<file path="src/rtl/issue_scoreboard_pkg.sv">
// Shared definitions for the in-order issue stage: opcode encodings,
// instruction field positions and per-opcode operand-usage helpers.
package issue_scoreboard_pkg;

    localparam logic [2:0] OPNOP  = 3'b000;
    localparam logic [2:0] OPADD  = 3'b001;
    localparam logic [2:0] OPMUL  = 3'b010;
    localparam logic [2:0] OPADDI = 3'b011;

    localparam int REG_AW  = 5;
    localparam int OPC_LSB = 0;
    localparam int OPC_MSB = 2;
    localparam int RS1_LSB = 3;
    localparam int RS1_MSB = 7;
    localparam int RD_LSB  = 8;
    localparam int RD_MSB  = 12;
    localparam int RS2_LSB = 13;
    localparam int RS2_MSB = 17;
    localparam int IMM_LSB = 13;
    localparam int IMM_MSB = 24;

    typedef logic [REG_AW-1:0] reg_idx_t;

    typedef struct packed {
        logic        valid;
        logic [2:0]  opcode;
        reg_idx_t    rs1;
        reg_idx_t    rs2;
        reg_idx_t    rd;
        logic [11:0] imm;
        logic        illegal;
    } issue_out_t;

    function automatic logic is_illegal(input logic [2:0] opcode);
        return opcode > OPADDI;
    endfunction

    function automatic logic reads_rs1(input logic [2:0] opcode);
        return (opcode == OPADD) || (opcode == OPMUL) || (opcode == OPADDI);
    endfunction

    function automatic logic reads_rs2(input logic [2:0] opcode);
        return (opcode == OPADD) || (opcode == OPMUL);
    endfunction

    function automatic logic writes_rd(input logic [2:0] opcode);
        return (opcode == OPADD) || (opcode == OPMUL) || (opcode == OPADDI);
    endfunction

endpackage

</file>
<file path="src/rtl/issue_busy_tbl.sv">
// Per-register busy scoreboard: one HOLD-cycle down-counter per register
// 1..NREG-1; register 0 is never tracked and always reads as not busy.
module issue_busy_tbl
    import issue_scoreboard_pkg::*;
#(
    parameter int HOLD = 5,
    parameter int NREG = 32
) (
    input  logic     clk,
    input  logic     rst,
    input  reg_idx_t rd_addr_a_i,
    input  reg_idx_t rd_addr_b_i,
    input  logic     load_en_i,
    input  reg_idx_t load_addr_i,
    output logic     busy_a_o,
    output logic     busy_b_o
);

    localparam int CW = $clog2(HOLD + 1);

    logic [NREG-1:0] busy_vec;

    assign busy_vec[0] = 1'b0;

    for (genvar r = 1; r < NREG; r++) begin : g_reg
        logic [CW-1:0] cnt_q;
        logic [CW-1:0] cnt_d;

        // NOTE: cnt_d gets a default before any branch so no path leaves it unassigned (no latch).
        always_comb begin
            cnt_d = cnt_q;
            if (load_en_i && (load_addr_i == REG_AW'(r))) begin
                cnt_d = CW'(HOLD);
            end else if (cnt_q != '0) begin
                cnt_d = cnt_q - CW'(1);
            end
        end

        // NOTE: the counters are reset like any other state: a stale count would stall issue after reset.
        // NOTE: sequential state uses <= so every counter samples the pre-edge values.
        always_ff @(posedge clk) begin
            if (rst) begin
                cnt_q <= '0;
            end else begin
                cnt_q <= cnt_d;
            end
        end

        assign busy_vec[r] = (cnt_q != '0);
    end

    assign busy_a_o = busy_vec[rd_addr_a_i];
    assign busy_b_o = busy_vec[rd_addr_b_i];

endmodule

</file>
<file path="src/rtl/issue_scoreboard.sv">
// In-order issue stage: decode, RAW hazard check against the busy table, and
// registered issue outputs. Optional counters are enabled by ISSUE_STATS_EN.
module issue_scoreboard
    import issue_scoreboard_pkg::*;
#(
    parameter int WIDTH = 32,
    parameter int HOLD  = 5,
    parameter int NREG  = 32
) (
    input  logic        clk,
    input  logic        rst,
    input  logic        in_valid,
    input  logic [31:0] ins,
    output logic        in_ready,
    output logic        out_valid,
    output logic [2:0]  out_opcode,
    output logic [4:0]  out_rs1,
    output logic [4:0]  out_rs2,
    output logic [4:0]  out_rd,
    output logic [11:0] out_imm,
    output logic        illegal
`ifdef ISSUE_STATS_EN
    ,
    output logic [31:0] stall_cnt,
    output logic [31:0] issue_cnt
`endif
);

    logic [2:0]  opcode;
    reg_idx_t    rs1;
    reg_idx_t    rs2;
    reg_idx_t    rd;
    logic [11:0] imm;
    logic        busy_rs1;
    logic        busy_rs2;
    logic        hazard;
    logic        accept;
    logic        load_en;
    issue_out_t  out_q;
    issue_out_t  out_d;

    // WIDTH describes the downstream datapath only; bits above imm are reserved.
    logic [WIDTH-1:0] unused_width;
    logic             unused_ins_hi;
    assign unused_width  = '0;
    assign unused_ins_hi = ^ins[31:IMM_MSB+1];

    assign opcode = ins[OPC_MSB:OPC_LSB];
    assign rs1    = ins[RS1_MSB:RS1_LSB];
    assign rd     = ins[RD_MSB:RD_LSB];
    assign rs2    = ins[RS2_MSB:RS2_LSB];
    assign imm    = ins[IMM_MSB:IMM_LSB];

    issue_busy_tbl #(
        .HOLD (HOLD),
        .NREG (NREG)
    ) u_busy_tbl (
        .clk         (clk),
        .rst         (rst),
        .rd_addr_a_i (rs1),
        .rd_addr_b_i (rs2),
        .load_en_i   (load_en),
        .load_addr_i (rd),
        .busy_a_o    (busy_rs1),
        .busy_b_o    (busy_rs2)
    );

    // Register 0 reads as never busy, and the read precedes the write, so
    // self-dependence needs no special case.
    assign hazard = in_valid && !is_illegal(opcode) &&
                    ((reads_rs1(opcode) && busy_rs1) || (reads_rs2(opcode) && busy_rs2));
    assign in_ready = rst || !hazard;
    assign accept   = in_valid && !hazard;
    assign load_en  = accept && writes_rd(opcode) && (rd != '0);

    always_comb begin
        out_d = '0;
        if (accept) begin
            out_d.valid = 1'b1;
            if (is_illegal(opcode)) begin
                out_d.illegal = 1'b1;
            end else begin
                out_d.opcode = opcode;
                out_d.rs1    = rs1;
                out_d.rs2    = rs2;
                out_d.rd     = rd;
                out_d.imm    = imm;
            end
        end
    end

    always_ff @(posedge clk) begin
        if (rst) begin
            out_q <= '0;
        end else begin
            out_q <= out_d;
        end
    end

    assign out_valid  = out_q.valid;
    assign out_opcode = out_q.opcode;
    assign out_rs1    = out_q.rs1;
    assign out_rs2    = out_q.rs2;
    assign out_rd     = out_q.rd;
    assign out_imm    = out_q.imm;
    assign illegal    = out_q.illegal;

`ifdef ISSUE_STATS_EN
    logic [31:0] stall_q;
    logic [31:0] stall_d;
    logic [31:0] issue_q;
    logic [31:0] issue_d;

    always_comb begin
        stall_d = stall_q;
        issue_d = issue_q;
        if (hazard) begin
            stall_d = stall_q + 32'd1;
        end
        if (accept) begin
            issue_d = issue_q + 32'd1;
        end
    end

    always_ff @(posedge clk) begin
        if (rst) begin
            stall_q <= '0;
            issue_q <= '0;
        end else begin
            stall_q <= stall_d;
            issue_q <= issue_d;
        end
    end

    assign stall_cnt = stall_q;
    assign issue_cnt = issue_q;
`endif

endmodule
</file>
<file path="config.mk">
export PLATFORM = sky130hd
export DESIGN_NAME = issue_scoreboard
export DESIGN_NICKNAME = d
export VERILOG_FILES = /design/src/rtl/issue_scoreboard_pkg.sv /design/src/rtl/issue_busy_tbl.sv /design/src/rtl/issue_scoreboard.sv
export SDC_FILE = /design/constraint.sdc
export NUM_CORES = 1
export LEC_CHECK = 0
export ABC_AREA = 1
export CORE_ASPECT_RATIO = 1.4
export CORE_MARGIN = 1
export CORE_UTILIZATION = 33
export CTS_CLUSTER_SIZE = 30
export DETAILED_ROUTE_END_ITERATION = 8
export GPL_ROUTABILITY_DRIVEN = 0
export PLACE_DENSITY = 0.61
export SLEW_MARGIN = 15
export SYNTH_ARGS = -nofsm -noshare
export SYNTH_HDL_FRONTEND = slang
export SYNTH_SLANG_ARGS = --single-unit
export TNS_END_PERCENT = 10
</file>
<file path="constraint.sdc">
create_clock -name clk -period 2.25 [get_ports clk]
set_clock_uncertainty 0.1 [all_clocks]
set_input_delay 0.3375 -clock clk [delete_from_list [all_inputs] [get_ports clk]]
set_output_delay 0.3375 -clock clk [all_outputs]
set_load 0.1 [all_outputs]
</file>
==> metrics.md <==
| Metric | Value |
|---|---|
| Total number of vias | `between 6000 and 7000` |
| Total Die Area | `just over 20000 sq um` |
| Total of buffers placed on input and output ports | `60` |
| Yosys warnings | `0` |
| Cells along the critical path | `inv_1 -> ha_2 -> nand2_2 -> nand2_1 -> nand3_1 -> nand3_1 -> nand3_1 -> nand2_1 -> nand2_1 -> nand3_2 -> nand2_4 -> buf_6 -> nand3_4 -> buf_12` |
| Hold Worst Slack | `roughly 0.33 ns` |
| Vias in the first global route | `6062` |
| TritonCTS buffer count | `17` |
| Register-to-register path setup slack | `-0.16 ns` |
| Vertical extent of the die | `roughly 170 um` |
| Clock latency of the later-clocked register in the worst-skew pair | `around 0.43 ns` |
| Status | `finished, violations left` |
| Number of cells on the worst reg-to-reg path | `17` |
| Worst-case clock buffer depth | `2` |
| Num Clock Sinks | `120` |
| Largest fanout of any net on the critical path | `3` |
| Endpoint of the lowest-slack register-to-register path | `u_busy_tbl.g_reg[1].cnt_q[2]` |
| Final min period | `approximately 2.5 ns` |
| Fraction of layout instances using a drive strength above 1 | `roughly 35%` |
| Post-CTS clock slew at the launch and capture registers of the worst setup and hold paths | `roughly 0.060 ns` |
| Post-synth net total | `between 1000 and 1500` |
| Count of routing violations after the opening detailed-route iteration | `between 300 and 400` |
| Library cell occupying the most area in the post-synthesis netlist | `sky130_fd_sc_hd__dfxtp_1` |
| Startpoint Class | `flop` |
| Violations in the final reports | `negative setup slack` |
| Average detailed-routed wire length per instance | `between 10 and 15 um` |
| Num rows | `61` |
| Required time of the worst setup path | `approximately 1.8 ns` |
| Wire length of the first global-routing pass | `approximately 29000 um` |
| Remaining antenna violation count | `0` |
| Antenna violations before repair | `0` |
| Number of buffers inserted for hold repair after clock tree synthesis | `0` |
| Synth unique cells | `26` |
| Post-synthesis cell area | `between 6000 and 7000 sq um` |
| Initial Util | `around 34%` |
| Max capacitance violation total | `0` |
| Primary FF master, synth | `sky130_fd_sc_hd__dfxtp_1` |
| Total Neg Setup Slack | `-0.377 ns` |
| Cells after synthesis | `920` |
| Lkg Pwr | `~4.5 nW` |
| Synth top area share | `a little over a third` |
| I/O Pins | `68` |
| Setup repair after global routing missed its margin | `true` |
| Via count normalized by instance count | `4.63` |
| Layout Area Growth over Synthesis | `44.1%` |
| CTS root buffer | `sky130_fd_sc_hd__clkbuf_16` |
| Remaining global-route overflow | `0` |
| All-layer global routing usage | `about 18%` |
| TritonCTS clock tree | `yes` |
| Die outline width | `between 100 and 150 um` |
| Number of enable-type register cells in the synthesized netlist | `0` |
| Synth async-reset ratio | `0%` |
| Slew Viols, Final | `0` |
| Number of endpoints with negative hold slack in the final report | `0` |
| Sum of net half-perimeters after detailed placement | `roughly 13000 um` |
| Reg-to-Reg Start | `u_busy_tbl.g_reg[1].cnt_q[0]` |
| Maximum single-stage delay on the critical path | `about 0.32 ns` |
| Largest cells by area after synthesis | `sky130_fd_sc_hd__dfxtp_1, sky130_fd_sc_hd__ha_1, sky130_fd_sc_hd__a21oi_1` |
| DRC violations left | `0` |
| Pin count of the biggest net entering global routing | `66` |
| WS Path Type | `reg -> out` |
| Post-synthesis average cell area | `roughly 7.2 sq um` |
| Detailed-routing iteration count for the pre-antenna-repair pass | `4` |
| Maximum achievable frequency | `about 410 MHz` |
| Pwr Density | `around 1400 nW/um^2` |
| Total inserted antenna cells | `0` |
| Final net count | `approximately 1200` |
| Start point of the critical path | `u_busy_tbl.g_reg[12].cnt_q[1]` |
| CP Capture Type | `primary output` |
| Part of the Yosys area used for sequential elements | `between 30% and 40%` |
| H-Tree Depth | `4` |
| Number of endpoints failing setup at the final stage | `2` |
| Area of the core region | `roughly 20000 sq um` |
| Cell with the largest stage delay on the worst path | `sky130_fd_sc_hd__dfxtp_2` |
| Termination of the worst setup path | `in_ready` |
| Crit path arrival time | `between 2 and 2.5 ns` |
| Final WL | `around 18000 um` |
| Post-synthesis register bit count | `120` |
| Classification of the worst-slack hold path | `in -> reg` |
| Final worst path period share | `110%` |
| Final Worst Setup Slack | `-0.216 ns` |
| Total power | `approximately 14 mW` |
| Worst IR Drop VDD | `a little under 600 uV` |
kinds of logic (layout without fill, tap and decap cells):
kind of cell             Yosys count  in the layout  synth area share (%)
flip-flops                       120            120                  36.0
AND/OR/NAND/NOR                  384            384                  25.9
XOR/XNOR                          40             40                  5.26
AO/OA/AOI/OAI                    120            120                  9.07
adder cells (fa/ha/maj)           62             62                  11.6
other                              1              1                0.0563
buffers and inverters            193            387                  12.1
placed cells by master (no fill, tap or decap), types with 5 or more instances in the layout:
cell type,n
sky130_fd_sc_hd__clkinvlp_4,5
sky130_fd_sc_hd__inv_2,42
sky130_fd_sc_hd__ha_1,31
sky130_fd_sc_hd__nor2_2,20
sky130_fd_sc_hd__nand4_1,31
sky130_fd_sc_hd__nand3_1,82
sky130_fd_sc_hd__ha_4,22
sky130_fd_sc_hd__dfxtp_2,35
sky130_fd_sc_hd__nand2_4,24
sky130_fd_sc_hd__ha_2,9
sky130_fd_sc_hd__clkbuf_16,17
sky130_fd_sc_hd__nand2_1,92
sky130_fd_sc_hd__nor3_1,12
sky130_fd_sc_hd__xor2_1,40
sky130_fd_sc_hd__a21oi_1,112
sky130_fd_sc_hd__inv_1,107
sky130_fd_sc_hd__buf_4,166
sky130_fd_sc_hd__nand2_2,11
sky130_fd_sc_hd__nor2_1,102
sky130_fd_sc_hd__dfxtp_1,85
sky130_fd_sc_hd__nand3_2,7
sky130_fd_sc_hd__clkdlybuf4s50_1,24
Yosys cell counts, types with 2 or more instances:
library cell	count
sky130_fd_sc_hd__nand2_2	2
sky130_fd_sc_hd__clkbuf_1	13
sky130_fd_sc_hd__buf_4	12
sky130_fd_sc_hd__nand4_1	31
sky130_fd_sc_hd__inv_1	150
sky130_fd_sc_hd__xor2_1	40
sky130_fd_sc_hd__nand3_1	90
sky130_fd_sc_hd__buf_1	7
sky130_fd_sc_hd__a21oi_1	114
sky130_fd_sc_hd__buf_2	2
sky130_fd_sc_hd__dfxtp_1	120
sky130_fd_sc_hd__o21ai_0	4
sky130_fd_sc_hd__ha_1	62
sky130_fd_sc_hd__nor2_1	103
sky130_fd_sc_hd__buf_6	4
sky130_fd_sc_hd__nor3_1	12
sky130_fd_sc_hd__nand2_1	123
sky130_fd_sc_hd__nand2_4	2
sky130_fd_sc_hd__clkinv_1	3
sky130_fd_sc_hd__nor2_2	20
how the worst min path moves through the flow:
| stage | endpoint | cells after the start | slack [ns] | from |
|---|---|---|---|---|
| floorplan | out_valid | 1 | 0.31 | rst |
| global placement | u_busy_tbl.g_reg[3].cnt_q[2] | 3 | 0.44 | u_busy_tbl.g_reg[3].cnt_q[2] |
| detailed placement | u_busy_tbl.g_reg[3].cnt_q[2] | 3 | 0.45 | u_busy_tbl.g_reg[3].cnt_q[2] |
| CTS | u_busy_tbl.g_reg[25].cnt_q[0] | 3 | 0.32 | rst |
| global route | u_busy_tbl.g_reg[25].cnt_q[0] | 3 | 0.32 | rst |
| finish | u_busy_tbl.g_reg[17].cnt_q[0] | 3 | 0.33 | rst |
sequential cells by signal, summed over array words and instances (netlist names):
register,count
illegal,1
out_imm,8
out_opcode,3
out_rd,5
out_rs1,5
out_rs2,4
out_valid,1
u_busy_tbl.g.cnt_q,93
where the power goes:
| part | switching [mW] | internal, mW | leakage, nW |
|---|---|---|---|
| Combinational | 3.93 | 3.70 | 3.20 |
| Sequential | 0.364 | 2.93 | 1.00 |
| Clock | 1.04 | 1.81 | 0.289 |
timing repair:
action                                  4_1_cts  5_1_grt
buffers inserted                             33        3
endpoints found under the setup margin       17       24
resized for setup                           193       14
pin swaps                                    61       17
cell type report:
class | count | area [sq um]
flip-flops and latches | 120 | 2450
clock buffers | 19 | 453
clock inverters | 13 | 168
multi-input cells | 607 | 4010
repair buffers | 200 | 1620
inverters | 155 | 592
well taps | 252 | 315
fillers | 1937 | 10200
per-layer routing:
metal | share of wire [%] | up-vias | global-route usage, %
met2 | 53 | 129 | 33.7
met5 | 0 | - | 0
met3 | 3.0 | 39 | 2.92
li1 | - | 3286 | -
met4 | 3.8 | 0 | 10.1
met1 | 40 | 2870 | 19.4
through the flow:
| stage | cell area (sq um) | utilization [%] | instances | worst slack [ns] |
|---|---|---|---|---|
| finish | 9600 | 48.4 | 1366 | -0.216 |
| global route | 9600 | 48.4 | 1366 | -0.337 |
| CTS | 9550 | 48.1 | 1364 | -0.210 |
| detailed placement | 8130 | 41.0 | 1301 | -0.350 |
| global placement | 8130 | 41.0 | 1301 | -0.329 |
| floorplan | 6670 | - | 920 | 0.112 |
worst max-delay path: cells and delay by family, from the launching register on:
| kind | cells | cell delay (ns) |
|---|---|---|
| buffers and inverters | 3 | 0.33 |
| AND/OR/NAND/NOR | 10 | 0.77 |
| adder cells (fa/ha/maj) | 1 | 0.18 |
| flip-flops | 1 | 0.32 |
Note: power is estimated with default switching activity, not from simulation.
